`config.mk`:
```
export PLATFORM = sky130hd
export DESIGN_NAME = dmem_port_sequencer
export DESIGN_NICKNAME = d
export VERILOG_FILES = /design/src/rtl/dmem_port_sequencer.sv
export SDC_FILE = /design/constraint.sdc
export NUM_CORES = 1
export LEC_CHECK = 0
export BUFFER_PORTS_ARGS = -buffer_cell sky130_fd_sc_hd__buf_2
export CORE_MARGIN = 8
export CORE_UTILIZATION = 50
export CTS_CLUSTER_DIAMETER = 200
export DETAILED_ROUTE_END_ITERATION = 10
export MAX_ROUTING_LAYER = met4
export PLACE_DENSITY = 0.8
export SLEW_MARGIN = 25
export SYNTH_ARGS = -nofsm -noshare
export SYNTH_HDL_FRONTEND = slang
export SYNTH_SLANG_ARGS = --single-unit
```
`constraint.sdc`:
```
create_clock -name clk -period 3.6 [get_ports clk]
set_input_delay 0.54 -clock clk [delete_from_list [all_inputs] [get_ports clk]]
set_output_delay 0.54 -clock clk [all_outputs]
set_load 0.02 [all_outputs]
```
`src/rtl/dmem_port_sequencer.sv`:
```
// Arbitrates the CPU and debug ports onto the byte-wide data memory and
// breaks each word/half/byte access into consecutive one-byte memory cycles.
module dmem_port_sequencer #(
    parameter int MEM_AW = 10
) (
    input  logic              clk,
    input  logic              reset_n,
    input  logic              cpu_req,
    input  logic              cpu_we,
    input  logic [1:0]        cpu_size,
    input  logic              cpu_sext,
    input  logic [31:0]       cpu_addr,
    input  logic [31:0]       cpu_wdata,
    output logic              cpu_ack,
    output logic              cpu_err,
    output logic [31:0]       cpu_rdata,
    input  logic              dbg_req,
    input  logic              dbg_we,
    input  logic [1:0]        dbg_size,
    input  logic              dbg_sext,
    input  logic [31:0]       dbg_addr,
    input  logic [31:0]       dbg_wdata,
    output logic              dbg_ack,
    output logic              dbg_err,
    output logic [31:0]       dbg_rdata,
    output logic              mem_en,
    output logic              mem_we,
    output logic [MEM_AW-1:0] mem_addr,
    output logic [7:0]        mem_wdata,
    input  logic [7:0]        mem_rdata
);

    typedef enum logic [1:0] {IDLE, XFER, DRAIN, DONE} state_t;

    state_t            state, state_next;
    logic              gnt_dbg, last_dbg;
    logic              lat_we, lat_sext, lat_err;
    logic [1:0]        lat_size, idx, idx_prev, nlast;
    logic [MEM_AW-1:0] base;
    logic [31:0]       lat_wdata, result, assembled, load_value;

    logic              any_req, pick_dbg, sel_we, sel_sext, sel_err;
    logic [1:0]        sel_size;
    logic [MEM_AW-1:0] sel_addr;
    logic [31:0]       sel_wdata;
    logic              unused_addr_bits;

    // Upper request address bits are dropped: the memory only decodes MEM_AW bits.
    assign unused_addr_bits = ^{cpu_addr[31:MEM_AW], dbg_addr[31:MEM_AW]};

    // Round-robin: on a tie the requester that was not granted last wins.
    assign any_req   = cpu_req | dbg_req;
    assign pick_dbg  = dbg_req & (~cpu_req | ~last_dbg);
    assign sel_we    = pick_dbg ? dbg_we    : cpu_we;
    assign sel_size  = pick_dbg ? dbg_size  : cpu_size;
    assign sel_sext  = pick_dbg ? dbg_sext  : cpu_sext;
    assign sel_addr  = pick_dbg ? dbg_addr[MEM_AW-1:0] : cpu_addr[MEM_AW-1:0];
    assign sel_wdata = pick_dbg ? dbg_wdata : cpu_wdata;
    assign idx_prev  = idx - 2'd1;

    always_comb begin
        sel_err = 1'b0;
        case (sel_size)
            2'b01:   sel_err = sel_addr[0];
            2'b10:   sel_err = |sel_addr[1:0];
            2'b11:   sel_err = 1'b1;
            default: sel_err = 1'b0;
        endcase
    end

    always_comb begin
        nlast = 2'd3;
        case (lat_size)
            2'b00:   nlast = 2'd0;
            2'b01:   nlast = 2'd1;
            default: nlast = 2'd3;
        endcase
    end

    // The last read byte arrives during DRAIN and is merged here before extension.
    always_comb begin
        assembled = result;
        assembled[{nlast, 3'b000} +: 8] = mem_rdata;
        load_value = assembled;
        case (lat_size)
            2'b00:   load_value = {(lat_sext ? {24{assembled[7]}}  : 24'h0), assembled[7:0]};
            2'b01:   load_value = {(lat_sext ? {16{assembled[15]}} : 16'h0), assembled[15:0]};
            default: load_value = assembled;
        endcase
    end

    always_ff @(posedge clk or negedge reset_n) begin
        if (!reset_n) state <= IDLE;
        else          state <= state_next;
    end

    always_comb begin
        state_next = state;
        case (state)
            IDLE:  if (any_req) state_next = sel_err ? DONE : XFER;
            XFER:  if (idx == nlast) state_next = lat_we ? DONE : DRAIN;
            DRAIN: state_next = DONE;
            DONE:  state_next = IDLE;
            default: state_next = IDLE;
        endcase
    end

    always_ff @(posedge clk or negedge reset_n) begin
        if (!reset_n) begin
            gnt_dbg   <= 1'b0;
            last_dbg  <= 1'b1;
            lat_we    <= 1'b0;
            lat_sext  <= 1'b0;
            lat_err   <= 1'b0;
            lat_size  <= 2'b00;
            idx       <= 2'd0;
            base      <= '0;
            lat_wdata <= 32'h0;
            result    <= 32'h0;
            cpu_rdata <= 32'h0;
            dbg_rdata <= 32'h0;
        end else begin
            case (state)
                IDLE: if (any_req) begin
                    gnt_dbg   <= pick_dbg;
                    last_dbg  <= pick_dbg;
                    lat_we    <= sel_we;
                    lat_sext  <= sel_sext;
                    lat_err   <= sel_err;
                    lat_size  <= sel_size;
                    base      <= sel_addr;
                    lat_wdata <= sel_wdata;
                    idx       <= 2'd0;
                    result    <= 32'h0;
                end
                XFER: begin
                    idx <= idx + 2'd1;
                    if (!lat_we && idx != 2'd0)
                        result[{idx_prev, 3'b000} +: 8] <= mem_rdata;
                end
                DRAIN: begin
                    if (gnt_dbg) dbg_rdata <= load_value;
                    else         cpu_rdata <= load_value;
                end
                default: ;
            endcase
        end
    end

    always_comb begin
        mem_en    = 1'b0;
        mem_we    = 1'b0;
        mem_addr  = '0;
        mem_wdata = 8'h0;
        cpu_ack   = 1'b0;
        cpu_err   = 1'b0;
        dbg_ack   = 1'b0;
        dbg_err   = 1'b0;
        if (state == XFER) begin
            mem_en    = 1'b1;
            mem_we    = lat_we;
            mem_addr  = base + MEM_AW'(idx);
            mem_wdata = lat_wdata[{idx, 3'b000} +: 8];
        end
        if (state == DONE) begin
            cpu_ack = ~gnt_dbg;
            cpu_err = ~gnt_dbg & lat_err;
            dbg_ack = gnt_dbg;
            dbg_err = gnt_dbg & lat_err;
        end
    end

endmodule

```
### Word-level counts from Yosys, hierarchy flattened

Cells that the tools add are included.

* output and inout bits: 88
* word-level logic and storage cells: 85
* register bits: 149
* input bits: 148

* multiplexer cells: 30
* equality and inequality tests: 11
* reduce and logical (&&, ||, !) cells: 13
* $add $sub $neg: 5
* bitwise gates (word level): 8
* shifts and indexed selects: 5

Operator list (number)
* 32-bit case mux with 2 select lines: 2
* 32-bit two-way mux: 3
* 32-bit bitwise mux: 2
* 8-bit by 7-bit variable shift with 32-bit output (first input constant): 2
* 8-bit by 7-bit variable part select with 32-bit output: 2
* 32-bit by 6-bit variable part select with 8-bit output: 1
* 24-bit two-way mux: 1
* 10-bit two-way mux: 2
* 16-bit two-way mux: 1
* 5-bit negator with 7-bit output: 2
* 10-bit by 2-bit adder with 10-bit output: 1
* 2-bit two-way mux: 5
* 2-bit AND reduction: 5
* 1-bit two-way mux: 9
* 2-bit equality test (second input constant): 4
* 8-bit two-way mux: 1
* 2-bit case mux with 2 select lines: 2
* 2-bit case mux with 4 select lines: 1
* 2-bit by 1-bit equality test with 1-bit output (second input constant): 3
* 2-bit != test (second input constant): 3
* 2-bit logical NOT: 2
* 2-bit nonzero test: 2
* 1-bit bitwise AND: 3
* 1-bit inverter: 3
* other kinds (9): 10

### Longest topological paths before layout

* depth in word-level cells: 9
* mapped depth: 8

### Worst setup path after synthesis

Ideal clock, no wire load.

* kind: register -> output
* start: register state[1]
* end: output mem_addr[5]
* cell stages (with the launch flop): 6
* arrival: 1.839 ns
* path buffers: 2
* setup slack: 1.221 ns
* cells stage by stage: dfrtp_1 inv_1 ha_1 buf_2 clkbuf_1 a21boi_0

* longest elaborated chain between the ends: 2

RTL lines
* from (decl): RTL line 35 `state_t state, state_next;`
* from (signal assigned): RTL line 94 `else state <= state_next;`
* 2-bit by 1-bit equality test with 1-bit output: RTL line 159 `if (state == XFER) begin`
* 10-bit two-way mux: RTL line 159
* to (decl): RTL line 28 `output logic [MEM_AW-1:0] mem_addr,`

No other way between the ends.

### Final worst setup path

Same ends and word-level chain as after synthesis.

==> out/qor.txt <==
Max-Cap Viols: 0
Hold Path Class: in2async
Fin Setup TNS: 0 ns
Dpl cell area: 7880 sq um
RSZ-0062 raised after global routing: false
Share of cells above drive strength 1: 0.300
Worst Path Required: 3.06 ns
Fill cell count: 1,097
Switching Power: 2.94 mW
Hold-fix buffers, CTS: 0
Max Fclk: 343 MHz
Worst Path Max Fanout: 18
# diodes: 0
Total Die Area: 17,500 sq um
Port buffer count: 191
Post-Syn Nets: 830
NumNets Final: 1,012
Syn Area/Cell: 10.1 sq um
Core Util, Final: 0.644
Area Growth Syn to Fin: 25.8%
DRC viols: 0
CTS tree: done
Biggest cell delay along the critical path: 0.65 ns
GRT Total Usage: 0.210
Initial Util: 0.512
Ys async rst share: 1.00
Final GP Congestion: 0.778
Final instance area: 8520 sq um
Distinct cell type count after synthesis: 51
Number of CTS-inserted buffers: 17
WS Path Type: reg2out
Ys Warns: 0
CTS sink cnt: 141
Die Ht: 132 um
Mapped Cells: 671
Slew at the pin closest to its max-slew limit: 0.945 ns
First-pass GRT wire length: 28,800 um
CP max stage cell: ha_1
Leak: 4.26 nW
Reg2reg path depth: 6
Post-synthesis sequential area ratio: 0.521
Detail Route Antenna Nets: 0
Htree depth: 4
Worst skew pair latency: 0.42 ns
Clock slew at reported path FFs: 0.06 ns
Pwr Total: 7.41 mW
Setup bufs post-CTS: 0
Sequential cell area: 3530 sq um
Worst hold slack: 0.214 ns
Slew Viols, Final: 0
Setup crit end kind: output port
Area of the multi-input gates: 2970 sq um
Initial antenna violation count: 0
Pre-Repair DR Iteration Count: 5
Largest cells by area after synthesis: dfrtp_1, mux2i_1, o21ai_0, nand2_1, mux4_2
Critical path depth: 5
Number of I/O pins: 236
Sw Ratio: 0.396
Share of total power in combinational logic: 0.405
Min Tclk post-route: 2.91 ns
Root Driver: clkbuf_16
Period utilization: 0.809
# resized after CTS: 0
Critical path buffers and inverters: 3
Int Power: 4.47 mW
Cell Pwr Density: 869 nW/um^2
Rows: 42
Sequential Power Share: 0.340
Via count: 5,526
Via density: 5.30
Clock skew: 0.00645 ns
Crit start category: register
CP arrival: 2.37 ns
Aggregate global routing overflow: 0
Core region area: 13,200 sq um
Count leader, synth: nand2_1
Cell taking the most area after synthesis: dfrtp_1
Max-slew headroom: 0.368
Largest net degree at the start of global routing: 109
Top_reg_cell synth: dfrtp_1
Endpoints failing setup: 0
Synth top area share: 0.517
Final HPWL DP: 12,800 um
Crit path cell chain: inv_1 -> ha_1 -> buf_4 -> a21boi_0 -> buf_2
Vias in the first global route: 5,714
Clock Power Share: 0.255
WL final: 17,500 um
Die W: 132 um
CP delay by family, top: adder cells
Synthesized cell area: 6780 sq um
CTS max path bufs: 2
FF+latch count, synth: 141
Hold Vio Cnt, Final: 0
EDFF count, synth: 0
Max VDD drop: 0.482 mV
Most frequent cells after synthesis: nand2_1, dfrtp_1, o21ai_0
Post-DR wirelength/cell: 16.8 um
Outcome: finished, final reports clean
1st-iter DRT viols: 361
-- cells in the final DEF, fill, tap and decap left out, types with 10 or more instances in the layout --
cell and n:
ha_1 10, o21ai_0 110, and2_1 18, dfrtp_1 140, a21oi_1 34, buf_2 190, inv_1 23, clkbuf_16 17
nand2_1 140, mux2i_1 70, buf_4 15
-- cells by family (layout without fill, tap and decap cells) --
kind of cell               count (synthesis)  count (layout)  share of synthesized area
and+or+nand+nor                          191             191                      0.126
AOI/OAI and AO/OA                        175             175                      0.144
DFF                                      141             141                      0.521
muxes                                     79              79                      0.132
buffers and inverters                     66             261                     0.0450
adders and majority gates                 11              11                     0.0214
xor gates and xnor gates                   8               8                     0.0103
-- final cells by class --
type / count / area share
flip-flops and latches: 141 / 0.414
multi-input cells: 464 / 0.349
repair buffers: 206 / 0.126
clock buffers: 19 / 0.0531
well taps: 176 / 0.0258
clock inverters: 13 / 0.0219
inverters: 23 / 0.0101
-- power groups by stage --
stage                     Clock, mW  Combinational (mW)  Sequential (mW)
after CTS                      1.92                3.03             2.53
after global routing           2.00                3.32             2.60
after global placement            0                2.92             2.52
after detailed placement          0                3.00             2.55
after floorplan                   0                1.87             2.75
final                          1.89                3.00             2.52
-- routing by layer --
metal	vias up	wire length, um	track usage
li1	2674	-	-
met1	2635	7820	0.259
met2	197	8410	0.326
met3	20	1010	0.0549
met4	0	297	0.0795
met5	-	0	-
-- through the flow --
step	setup WS [ns]	cells
floorplan	1.22	671
global placement	1.16	1010
detailed placement	1.15	1010
CTS	0.674	1042
global route	0.556	1042
finish	0.688	1042
-- final timing paths --
path | startpoint | slack, ns | end
worst min-delay path | reset_n | 0.21 | cpu_rdata[7]$_DFFE_PN0P_
max in group asynchronous | reset_n | 2.53 | cpu_rdata[20]$_DFFE_PN0P_
worst max register to register | state[1]$_DFFE_PN0P_ | 1.30 | result[18]$_DFFE_PN0P_
worst min register to register | cpu_rdata[7]$_DFFE_PN0P_ | 0.47 | cpu_rdata[7]$_DFFE_PN0P_
worst max-delay path | state[1]$_DFFE_PN0P_ | 0.69 | mem_addr[5]
min in group clk | cpu_req | 0.40 | last_dbg$_DFFE_PN1P_
-- registers in the layout, summed over array words and instances (netlist names) --
name,cells
dbg_rdata,32
last_dbg,1
lat_wdata,32
base,10
result,24
lat_size,2
idx,2
state,2
cpu_rdata,32
lat_we,1
gnt_dbg,1
lat_sext,1
lat_err,1
No activity file was read; power rests on OpenSTA's default activity.
